`src/rtl/kmp_prefix_table.sv`:
```
// KMP failure-table builder: copies the pattern out of a 1-cycle-latency ROM,
// then runs one longest-proper-prefix-suffix step per cycle and holds the
// finished table on a combinational random-read port.
module kmp_prefix_table #(
  parameter int unsigned PAT_LEN = 5,
  parameter int unsigned ADDR_W  = 3,
  parameter int unsigned DATA_W  = 8
) (
  input  logic              clk_i,
  input  logic              rst_i,
  input  logic              start_i,
  output logic [ADDR_W-1:0] pat_addr_o,
  input  logic [DATA_W-1:0] pat_data_i,
  input  logic [ADDR_W-1:0] rd_idx_i,
  output logic [ADDR_W-1:0] rd_val_o,
  output logic              busy_o,
  output logic              done_o,
  output logic              valid_o
);

  localparam int unsigned Depth = 2 ** ADDR_W;

  typedef enum logic [1:0] {StIdle, StLoad, StCompute, StDone} state_e;

  state_e            state_q, state_d;
  // Load counter holds c-1 during LOAD cycle c; reaches PAT_LEN on the last one.
  logic [ADDR_W:0]   cnt_q, cnt_d;
  logic [ADDR_W:0]   i_q, i_d;
  logic [ADDR_W-1:0] len_q, len_d;
  logic              valid_q, valid_d;
  logic [DATA_W-1:0] pat_q [Depth];
  logic [DATA_W-1:0] pat_d [Depth];
  logic [ADDR_W-1:0] lps_q [Depth];
  logic [ADDR_W-1:0] lps_d [Depth];

  logic [ADDR_W-1:0] wr_idx;
  logic [ADDR_W-1:0] i_idx;

  assign wr_idx = cnt_q[ADDR_W-1:0] - ADDR_W'(1);
  assign i_idx  = i_q[ADDR_W-1:0];

  // Next-state logic: load sequencing and one table step per COMPUTE cycle.
  always_comb begin
    state_d = state_q;
    cnt_d   = cnt_q;
    i_d     = i_q;
    len_d   = len_q;
    valid_d = valid_q;
    pat_d   = pat_q;
    lps_d   = lps_q;
    unique case (state_q)
      StIdle: begin
        cnt_d = '0;
        if (start_i) begin
          state_d = StLoad;
          valid_d = 1'b0;
        end
      end
      StLoad: begin
        cnt_d = cnt_q + (ADDR_W+1)'(1);
        // ROM data lags the address by one cycle, hence the c-2 slot.
        if (cnt_q != '0) begin
          pat_d[wr_idx] = pat_data_i;
        end
        if (cnt_q == (ADDR_W+1)'(PAT_LEN)) begin
          i_d      = (ADDR_W+1)'(1);
          len_d    = '0;
          lps_d[0] = '0;
          if (PAT_LEN == 1) begin
            state_d = StDone;
            valid_d = 1'b1;
          end else begin
            state_d = StCompute;
          end
        end
      end
      StCompute: begin
        if (pat_q[i_idx] == pat_q[len_q]) begin
          lps_d[i_idx] = len_q + ADDR_W'(1);
          len_d        = len_q + ADDR_W'(1);
          i_d          = i_q + (ADDR_W+1)'(1);
        end else if (len_q != '0) begin
          len_d = lps_q[len_q - ADDR_W'(1)];
        end else begin
          lps_d[i_idx] = '0;
          i_d          = i_q + (ADDR_W+1)'(1);
        end
        // Leave as soon as the final entry is written so no idle step is spent.
        if (i_d == (ADDR_W+1)'(PAT_LEN)) begin
          state_d = StDone;
          valid_d = 1'b1;
        end
      end
      StDone: begin
        state_d = StIdle;
      end
      default: begin
        state_d = StIdle;
      end
    endcase
  end

  // State register with synchronous reset clearing the pattern and table.
  always_ff @(posedge clk_i) begin
    if (rst_i) begin
      state_q <= StIdle;
      cnt_q   <= '0;
      i_q     <= '0;
      len_q   <= '0;
      valid_q <= 1'b0;
      for (int k = 0; k < Depth; k++) begin
        pat_q[k] <= '0;
        lps_q[k] <= '0;
      end
    end else begin
      state_q <= state_d;
      cnt_q   <= cnt_d;
      i_q     <= i_d;
      len_q   <= len_d;
      valid_q <= valid_d;
      for (int k = 0; k < Depth; k++) begin
        pat_q[k] <= pat_d[k];
        lps_q[k] <= lps_d[k];
      end
    end
  end

  // Outputs: ROM address clamps at the last character, table read is combinational.
  always_comb begin
    pat_addr_o = '0;
    if (state_q == StLoad) begin
      if (cnt_q >= (ADDR_W+1)'(PAT_LEN - 1)) begin
        pat_addr_o = ADDR_W'(PAT_LEN - 1);
      end else begin
        pat_addr_o = cnt_q[ADDR_W-1:0];
      end
    end
    rd_val_o = '0;
    if ({1'b0, rd_idx_i} < (ADDR_W+1)'(PAT_LEN)) begin
      rd_val_o = lps_q[rd_idx_i];
    end
    busy_o  = (state_q == StLoad) || (state_q == StCompute);
    done_o  = (state_q == StDone);
    valid_o = valid_q;
  end

endmodule

```
`config.mk`:
```
export PLATFORM = sky130hd
export DESIGN_NAME = kmp_prefix_table
export DESIGN_NICKNAME = d
export VERILOG_FILES = /design/src/rtl/kmp_prefix_table.sv
export SDC_FILE = /design/constraint.sdc
export NUM_CORES = 1
export LEC_CHECK = 0
export BUFFER_PORTS_ARGS = -buffer_cell sky130_fd_sc_hd__buf_4
export CAP_MARGIN = 30
export CORE_UTILIZATION = 40
export CTS_BUF_LIST = sky130_fd_sc_hd__clkbuf_4
export DETAILED_ROUTE_END_ITERATION = 12
export SETUP_SLACK_MARGIN = 0.02
export SYNTH_ARGS = -nofsm -noshare
export SYNTH_HDL_FRONTEND = slang
export SYNTH_SLANG_ARGS = --single-unit
```
`constraint.sdc`:
```
create_clock -name clk_i -period 2.45 [get_ports clk_i]
set_input_delay 0.3675 -clock clk_i [delete_from_list [all_inputs] [get_ports clk_i]]
set_output_delay 0.3675 -clock clk_i [all_outputs]
set_load 0.005 [all_outputs]
```
==> results of run 1 <==
==> repair_timing <==
item	in CTS	in global routing
pin swaps	8	11
setup endpoints to repair	34	34
hold endpoints to repair	0	0
hold buffers	0	0
buffers inserted	6	1
gates cloned	3	0
gates resized for setup	23	10
==> tightest hold or removal path: stages <==
cell and delay (ns):
buf_4 0.12, mux2i_1 0.07, nor2_1 0.07
==> metal layers <==
layer	up-vias	routed length [um]
li1	2132	-
met1	2159	6360
met2	106	7020
met3	24	538
met4	0	330
met5	-	0
==> worst paths after layout <==
path	from	endpoint	slack (ns)	depth (start not counted)
min	pat_data_i[5]	pat_q[61]	0.16	3
max reg2reg	i_q[1]	lps_q[18]	-0.20	12
max	i_q[1]	lps_q[18]	-0.20	12
min reg2reg	i_q[3]	i_q[3]	0.47	1
==> cells by family after synthesis <==
kind of cell    after synthesis  share of synthesized area [%]
simple gates                175                           14.3
fa+ha+maj                    11                           2.44
xor+xnor                     11                           1.71
flops                       102                           36.2
mux                         148                           33.4
buf+inv                      59                           4.73
compound gates               61                           7.13
==> synth_stat cells, drive strengths merged (5+ instances only) <==
master	count	share of area [%]
o21a	5	0.67
nand2	14	0.93
mux4	32	13
o21ai	15	1.3
clkbuf	21	1.4
nand3	9	0.80
buf	26	2.5
dfxtp	102	36
nor2b	8	0.93
nor2	107	7.1
inv	12	0.80
ha	11	2.4
nand4	8	0.89
xnor2	5	0.78
nor3	11	1.2
mux2i	115	20
a21oi	16	1.4
nand2b	6	0.67
xor2	6	0.93
==> area by class of cell <==
cell class                      count  area (um2)
Clock inverter                      6        83.8
Fill cell                        1258        7180
Antenna cell                        1        2.50
Sequential cell                   102        2050
Timing Repair Buffer               86         706
Multi-Input combinational cell    408        3470
Tap cell                          180         225
Inverter                           12        45.0
Clock buffer                       10        75.1
==> sequential cells by signal, indices dropped and copies added, names as in the netlist <==
| register | count |
|---|---|
| lps_q | 24 |
| state_q | 2 |
| pat_q | 64 |
| len_q | 3 |
| valid_o | 1 |
| i_q | 4 |
| cnt_q | 4 |
==> metrics by stage <==
step                hold WS, ns  util (%)  area [um2]  setup TNS [ns]  cells
floorplan                 0.431         -        5670          -0.139    567
global placement          0.446      45.4        6270           -7.33    777
detailed placement        0.447      45.5        6290           -9.60    778
CTS                       0.132      47.7        6590           -5.19    803
global route              0.124      48.1        6650          -10.99    805
finish                    0.163      48.1        6650           -5.41    805
==> power groups by stage <==
| stage | clock [mW] | sequential [mW] | combinational [mW] |
|---|---|---|---|
| after global placement | 0 | 1.81 | 1.35 |
| after CTS | 1.02 | 1.78 | 1.47 |
| after global routing | 1.09 | 1.79 | 1.66 |
| final | 0.993 | 1.78 | 1.52 |
| after detailed placement | 0 | 1.81 | 1.36 |
| after floorplan | 0 | 1.79 | 0.941 |
==> reports/metrics.yaml, run 1 <==
internal-power_mw: 2.80
cts_buffer_depth: 2
grt_usage_pct: 20.9
hold_viol_final: 0
final_common_cell: "mux2i_1"
firstDrtPassIters: 4
wl_per_cell_um: 17.7
power_density_mw_per_mm2: 645
p_leak_nw: 2.62
p_total_mw: 4.29
synth_seq_area_share_pct: 36.2
insertion_delay_ns: 0.49
die_x_um: 121
clock.fmax_mhz: 377
numCtsBuffers: 9
gr-usage-met1_pct: 26.5
numPortBuffers: 22
yosys_warnings: 0
arrival_ns: 3.04
worst_path_max_delay_cell: "dfxtp_2"
syn_to_final_growth_pct: 18.0
antenna_found_initial: 1
route.detailed.drc: 0
max_stage_delay_ns: 0.39
seqPwrFrac_pct: 41.4
synth_fp_nets: 592
grt_max_degree: 38
grtUsageMet3_pct: 4.58
die_area_mm2: 0.0146
grt_use_met2_pct: 34.5
fin_crit_ns: 2.65
overflow: 0
skew_ns: 0.0135
drt_iter0_drc: 264
synth-async-reset-ratio_pct: 0
violations: "setup timing"
hp-class: "primary input to register"
startpoint_type: "register"
antenna_left: 0
grt_pass1_wl_um: 23400
rsz0062_at_grt: "true"
post-place-ws_ns: -0.365
p_sw_share_pct: 34.6
final_cell_mix: "mux2i_1, nor2_1, dfxtp_1"
crit_type: "register to register"
finalCritPeriodShare_pct: 108
critPathCaptureType: "register"
synthDistinctLibCells: 49
ys_seq_elements: 102
run_status: "complete, but fails checks"
switching_power_mw: 1.48
dp_hpwl_um: 9880
clock_sinks: 102
tightest_slew_ns: 0.775
die_h_um: 121
crit_chain: "buf_6, mux2_2, a221oi_2, o22ai_1, xor2_1, nand3_2, buf_4, o2bb2ai_4, nand4_1, buf_4, mux2i_1, nor2_1"
num-nets-final: 644
pwr-share-comb_pct: 35.4
coreArea_mm2: 0.0138
clkPwrFrac_pct: 23.2
crit_buf_inv: 3
grt-busiest-layer: "met2"
slew_headroom_pct: 48.1
synth_area_per_cell_um2: 9.94
fp-row-count: 43
vias: 4421
grt_pass1_vias: 4440
maxCapViolations: 0
tritoncts: "done"
layout_setup_ws_ns: -0.200
cp_top_family: "buffers and inverters"
syn_area_mm2: 0.00563
ioPinCount: 23
syn_inst: 567
irDropWorstVdd_mv: 0.333
gp_congestion: 0.833
cp_data_required_time_ns: 2.84
wl_um: 14200
viasPerCell: 5.49
start_util_pct: 40.7
synth_enable_flop_cells: 0
drv_slew: 0
cp_max_fo: 16
drive_above_1_share_pct: 26.1
htree_levels: 3
finalSetupViolations: 34
cts.clk_slew.worst_paths_ns: 0.15
synth_flop_cell: "dfxtp_1"
cts-root-buf: "clkbuf_4"
path_common_cell: "buf_4"
(Power assumes the default switching activity.)
==> inputs of run 2 (changes only) <==
--- a/config.mk
+++ b/config.mk
@@ -5,11 +5,11 @@
 export SDC_FILE = /design/constraint.sdc
 export NUM_CORES = 1
 export LEC_CHECK = 0
-export BUFFER_PORTS_ARGS = -buffer_cell sky130_fd_sc_hd__buf_4
 export CAP_MARGIN = 30
 export CORE_UTILIZATION = 40
 export CTS_BUF_LIST = sky130_fd_sc_hd__clkbuf_4
 export DETAILED_ROUTE_END_ITERATION = 12
+export DONT_BUFFER_PORTS = 1
 export SETUP_SLACK_MARGIN = 0.02
 export SYNTH_ARGS = -nofsm -noshare
 export SYNTH_HDL_FRONTEND = slang
==> constraint.sdc (replaced) <==
create_clock -name clk_i -period 3.14 [get_ports clk_i]
set_input_delay 0.471 -clock clk_i [delete_from_list [all_inputs] [get_ports clk_i]]
set_output_delay 0.471 -clock clk_i [all_outputs]
set_load 0.005 [all_outputs]
==> reports/metrics.yaml, run 2 (synthesis results as in run 1) <==
insertion_delay_ns: 0.51  # +0.02 ns
diodes: 0  # -1
crit_type: "register to register"
r2r-end: "lps_q[23]"
r2r-start: "i_q[1]"
p_leak_nw: 2.30  # -12%
cp_max_fo: 20  # +4
tritoncts: "done"
wl_um: 13500  # -5.1%
viasPerCell: 5.60  # +1.9%
overflow: 0  # unchanged
grt_pass1_wl_um: 21900  # -6.3%
hp-class: "primary input to register"
irDropWorstVdd_mv: 0.279  # -16%
clock_sinks: 102  # unchanged
setup_tns_ns: 0  # +5.41 ns
fin_crit_ns: 2.86  # +0.214 ns
rsz0062_at_grt: "false"
largest_reg_flops: 64  # unchanged
grt_pass1_vias: 4129  # -7.0%
antenna_left: 0  # unchanged
wl_met1_um: 6050  # -4.9%
rrSetupSlack_ns: 0.28  # +0.48 ns
layout_setup_ws_ns: 0.276  # +0.476 ns
hold_viol_final: 0  # unchanged
power_density_mw_per_mm2: 510  # -21%
htree_levels: 3  # unchanged
cts-root-buf: "clkbuf_4"
ioPinCount: 23  # unchanged
cts.clk_slew.worst_paths_ns: 0.18  # +0.03 ns
dr_wl_met3_um: 595  # +11%
drv_slew: 0  # unchanged
post_cts_buffers: 0  # -6
post-place-ws_ns: 0.137  # +0.502 ns
slew_headroom_pct: 54.2  # +6.1 points
syn_to_final_growth_pct: 7.95
clock.fmax_mhz: 349  # -7.5%
gp_congestion: 0.807  # -3.1%
drive_above_1_share_pct: 15.0  # -11 points
antenna_found_initial: 0  # -1
critPathCaptureType: "register"
arrival_ns: 3.29  # +0.25 ns
dp_hpwl_um: 8880  # -10%
topRoutingLayerUsed: "met4"
die_x_um: 121  # unchanged
die_area_mm2: 0.0146  # unchanged
route.detailed.drc: 0  # unchanged
fp-row-count: 43  # unchanged
num-nets-final: 580  # -9.9%
coreArea_mm2: 0.0138  # unchanged
endpoint: "lps_q[23]"
wl_per_cell_um: 18.3  # +3.2%
numPortBuffers: 0  # -100%
dr_wl_met2_um: 6650  # -5.3%
tightest_slew_ns: 0.687  # -0.0878 ns
maxCapViolations: 0  # unchanged
run_status: "complete, no violations"
die_h_um: 121  # unchanged
final_cell_mix: "mux2i_1, nor2_1, dfxtp_1"
reg_top3: "pat_q: 64 flops, lps_q: 24 flops"
cts_buffer_depth: 2  # unchanged
firstDrtPassIters: 5  # +1
skew_ns: 0.0241  # +0.0106 ns
grt_max_degree: 60  # +58%
grt_usage_pct: 19.7  # -1.2 points
r2r_cells: 10  # -2
largest_register: "pat_q"
drt_iter0_drc: 214  # -19%
cp_data_required_time_ns: 3.56  # +0.72 ns
start_util_pct: 40.7  # unchanged
finalCritPeriodShare_pct: 91.2  # -17 points
finalSetupViolations: 0  # -100%
numCtsBuffers: 9  # unchanged
startpoint_type: "register"
crit_start: "i_q[1]"
vias: 4142  # -6.3%
final_common_cell: "mux2i_1"
-- run 2: cell types whose count changed in the layout (fill, tap and decap cells not counted), sizes merged --
cell / previous run / this run
diode: 1 / 0
inv: 13 / 15
clkbuf: 10 / 9
clkinv: 2 / 1
or2: 3 / 2
buf: 86 / 20
dlygate4sd3: 0 / 3
-- run 2: metal layers --
layer,track usage [%],vias to the layer above
met4,7.10,0
met1,24.3,2033
met2,33.6,92
met5,0,-
li1,-,1998
met3,4.43,19
-- run 2: through the flow --
step | instances | cell area (um2) | hold WS (ns) | total power, mW | utilization [%]
3_5_place_dp | 718 | 5790 | 0.448 | 2.26 | 41.9
3_3_place_gp | 717 | 5780 | 0.446 | 2.24 | 41.8
6_report | 740 | 6080 | 0.0917 | 3.10 | 44.0
5_1_grt | 740 | 6080 | 0.0523 | 3.28 | 44.0
4_1_cts | 738 | 6020 | 0.0516 | 3.11 | 43.5
2_1_floorplan | 567 | 5630 | 0.431 | 2.11 | -
-- run 2: worst max-delay path: stages (launching register included) --
cell and delay [ns]:
dfxtp_1 0.41, buf_6 0.24, mux2_2 0.36, a221oi_1 0.29
o22ai_1 0.15, xor2_1 0.17, nand3_1 0.20, or2_4 0.38
nor4_4 0.20, nand3_1 0.10, a311oi_1 0.26
-- run 2: where the power goes --
part           internal (mW)  total [mW]  switching (mW)
Combinational          0.338       0.881           0.544
Clock                  0.335       0.811           0.476
Sequential              1.34        1.41          0.0700
Total                   2.01        3.10            1.09
-- run 2: layout make-up --
cell class	instances	area (um2)
tap	180	225
sequential	102	2050
fill	1313	7740
timing repair buffer	23	228
multi-input combinational	407	3370
inverter	12	45.0
clock inverter	7	105
clock buffer	9	67.6
-- run 2: how the worst min path moves through the flow --
stage	startpoint	endpoint	slack (ns)	depth (start not counted)
floorplan	i_q[3]	i_q[3]	0.43	1
global placement	i_q[3]	i_q[3]	0.45	1
detailed placement	i_q[3]	i_q[3]	0.45	1
CTS	pat_data_i[0]	pat_q[32]	0.05	2
global route	pat_data_i[2]	pat_q[34]	0.05	2
finish	pat_data_i[0]	pat_q[32]	0.09	2
-- run 2: repair_timing --
action,4_1_cts,5_1_grt
resized for setup,0,6
hold buffers,4,0
endpoints found under the setup margin,0,30
hold endpoints to repair,59,0
==> inputs of run 3 (changes only) <==
--- a/config.mk
+++ b/config.mk
@@ -6,10 +6,11 @@
 export NUM_CORES = 1
 export LEC_CHECK = 0
 export CAP_MARGIN = 30
-export CORE_UTILIZATION = 40
+export CORE_UTILIZATION = 59
 export CTS_BUF_LIST = sky130_fd_sc_hd__clkbuf_4
 export DETAILED_ROUTE_END_ITERATION = 12
 export DONT_BUFFER_PORTS = 1
+export PLACE_DENSITY = 0.75
 export SETUP_SLACK_MARGIN = 0.02
 export SYNTH_ARGS = -nofsm -noshare
 export SYNTH_HDL_FRONTEND = slang
==> reports/metrics.yaml, run 3 (synthesis results as in run 1) <==
dp_hpwl_um: 8580  # -3.4%
cp_max_fo: 26  # +30%
route.detailed.drc: 0  # unchanged
antenna_found_initial: 0  # unchanged
grt_pass1_vias: 4118  # -0.27%
tritoncts: "done"
coreArea_mm2: 0.00924  # -33%
gp_congestion: 0.814  # +0.85%
cts_buffer_depth: 2  # unchanged
critPathCaptureType: "register"
numPortBuffers: 0  # unchanged
drive_above_1_share_pct: 14.1  # -0.92 points
clock.fmax_mhz: 346  # -0.94%
final_common_cell: "mux2i_1"
startpoint_type: "register"
run_status: "complete, no violations"
cts_hold_buf: 0  # -4
cts.clk_slew.worst_paths_ns: 0.15  # -0.03 ns
p_sw_share_pct: 32.6  # -2.6 points
cts_resized: 0  # unchanged
antenna_left: 0  # unchanged
pwr-share-comb_pct: 26.8  # -1.6 points
insertion_delay_ns: 0.45  # -0.06 ns
vias: 4180  # +0.92%
clkPwrFrac_pct: 27.8  # +1.7 points
viasPerCell: 6.12  # +9.3%
switching_power_mw: 1.01  # -7.7%
reg_top3: "pat_q: 64 flops, lps_q: 24 flops"
crit_buf_inv: 1  # unchanged
die_h_um: 99.7  # -17%
maxCapViolations: 0  # unchanged
largest_reg_flops: 64  # unchanged
drt_iter0_drc: 228  # +6.5%
largest_register: "pat_q"
syn_to_final_growth_pct: 5.26
max_stage_delay_ns: 0.53  # +0.12 ns
p_leak_nw: 2.27  # -1.5%
cp_top_family: "simple AND/OR/NAND/NOR gates"
htree_levels: 3  # unchanged
crit_chain: "buf_12, mux4_2, mux2i_1, xor2_1, nor3_1, nand3_1, or2_4, nor4_4, nand3_1, a311oi_1"
fin_crit_ns: 2.89  # +0.0271 ns
internal-power_mw: 2.08  # +3.6%
n_fill_cell: 740  # -44%
skew_ns: 0.0299  # +0.00582 ns
ioPinCount: 23  # unchanged
cts-root-buf: "clkbuf_4"
hp-class: "primary input to register"
wl_per_cell_um: 18.6  # +1.7%
post-place-ws_ns: 0.310  # +0.174 ns
r2r-end: "lps_q[23]"
wl_um: 12700  # -6.1%
clock_sinks: 102  # unchanged
hold_path_end: "cnt_q[2]"
cp_data_required_time_ns: 3.50  # -0.06 ns
setup_tns_ns: 0  # unchanged
finalCritPeriodShare_pct: 92.1  # +0.86 points
post_cts_buffers: 0  # unchanged
holdPathStages: 1  # -1
power_density_mw_per_mm2: 521  # +2.2%
grt_pass1_wl_um: 20900  # -4.8%
die_x_um: 99.7  # -17%
holdWs_ns: 0.0725  # -0.0192 ns
fp-row-count: 35  # -19%
firstDrtPassIters: 5  # unchanged
finalSetupViolations: 0  # unchanged
num-nets-final: 574  # -1.0%
irDropWorstVdd_mv: 0.237  # -15%
worst_path_max_delay_cell: "mux4_2"
rsz0062_at_grt: "false"
r2r-start: "i_q[1]"
grt_max_degree: 104  # +73%
seqPwrFrac_pct: 45.4  # about the same
grt_usage_pct: 27.2  # +7.5 points
slew_headroom_pct: 52.9  # -1.3 points
hp-start: "rst_i"
drv_slew: 0  # unchanged
diodes: 0  # unchanged
final_cell_mix: "mux2i_1, nor2_1, dfxtp_1"
hold_viol_final: 0  # unchanged
rrSetupSlack_ns: 0.25  # -0.03 ns
r2r_cells: 10  # unchanged
tightest_slew_ns: 0.704  # +0.0173 ns
overflow: 0  # unchanged
path_common_cell: "nand3_1"
die_area_mm2: 0.00994  # -32%
layout_setup_ws_ns: 0.249  # -0.0271 ns
numCtsBuffers: 9  # unchanged
arrival_ns: 3.25  # -0.04 ns
start_util_pct: 61.0  # +20 points
crit_type: "register to register"
run 3: layout make-up:
class	instances	area (um2)	area share, %
clock buffers	10	75.1	1.27
clock inverters	6	116	1.96
inverters	12	45.0	0.759
multi-input cells	406	3330	56.1
flip-flops and latches	102	2040	34.5
well taps	129	161	2.72
repair buffers	18	164	2.76
run 3: routing by layer:
layer  vias to the layer above  wire length, um  track usage, %  share of wire (%)
li1                       1993                -               -                  -
met1                      2029             5260            32.7                 41
met2                       132             6460            46.8                 51
met3                        26              666            5.97                5.2
met4                         0              314            11.3                2.5
met5                         -                0               0                  0
run 3: how the worst max path moves through the flow:
stage	end	startpoint	cells past startpoint
after detailed placement	lps_q[12]	i_q[1]	11
after global routing	lps_q[23]	len_q[0]	9
after global placement	state_q[0]	i_q[1]	11
final	lps_q[23]	i_q[1]	10
after CTS	lps_q[23]	i_q[1]	10
after floorplan	len_q[0]	i_q[1]	12
run 3: power by group through the flow:
| stage | clock, mW | combinational, mW | sequential [mW] |
|---|---|---|---|
| 6_report | 0.858 | 0.829 | 1.40 |
| 5_1_grt | 0.943 | 0.904 | 1.41 |
| 4_1_cts | 0.882 | 0.822 | 1.40 |
| 3_5_place_dp | 0 | 0.816 | 1.43 |
| 3_3_place_gp | 0 | 0.806 | 1.43 |
| 2_1_floorplan | 0 | 0.713 | 1.40 |
run 3: per-stage QoR:
step                cells  power (mW)  utilization [%]  area (um2)
floorplan             567        2.11                -        5630
finish                683        3.09             64.2        5930
global route          683        3.26             64.2        5930
CTS                   683        3.11             64.2        5930
global placement      666        2.23             62.0        5730
detailed placement    667        2.25             62.1        5740
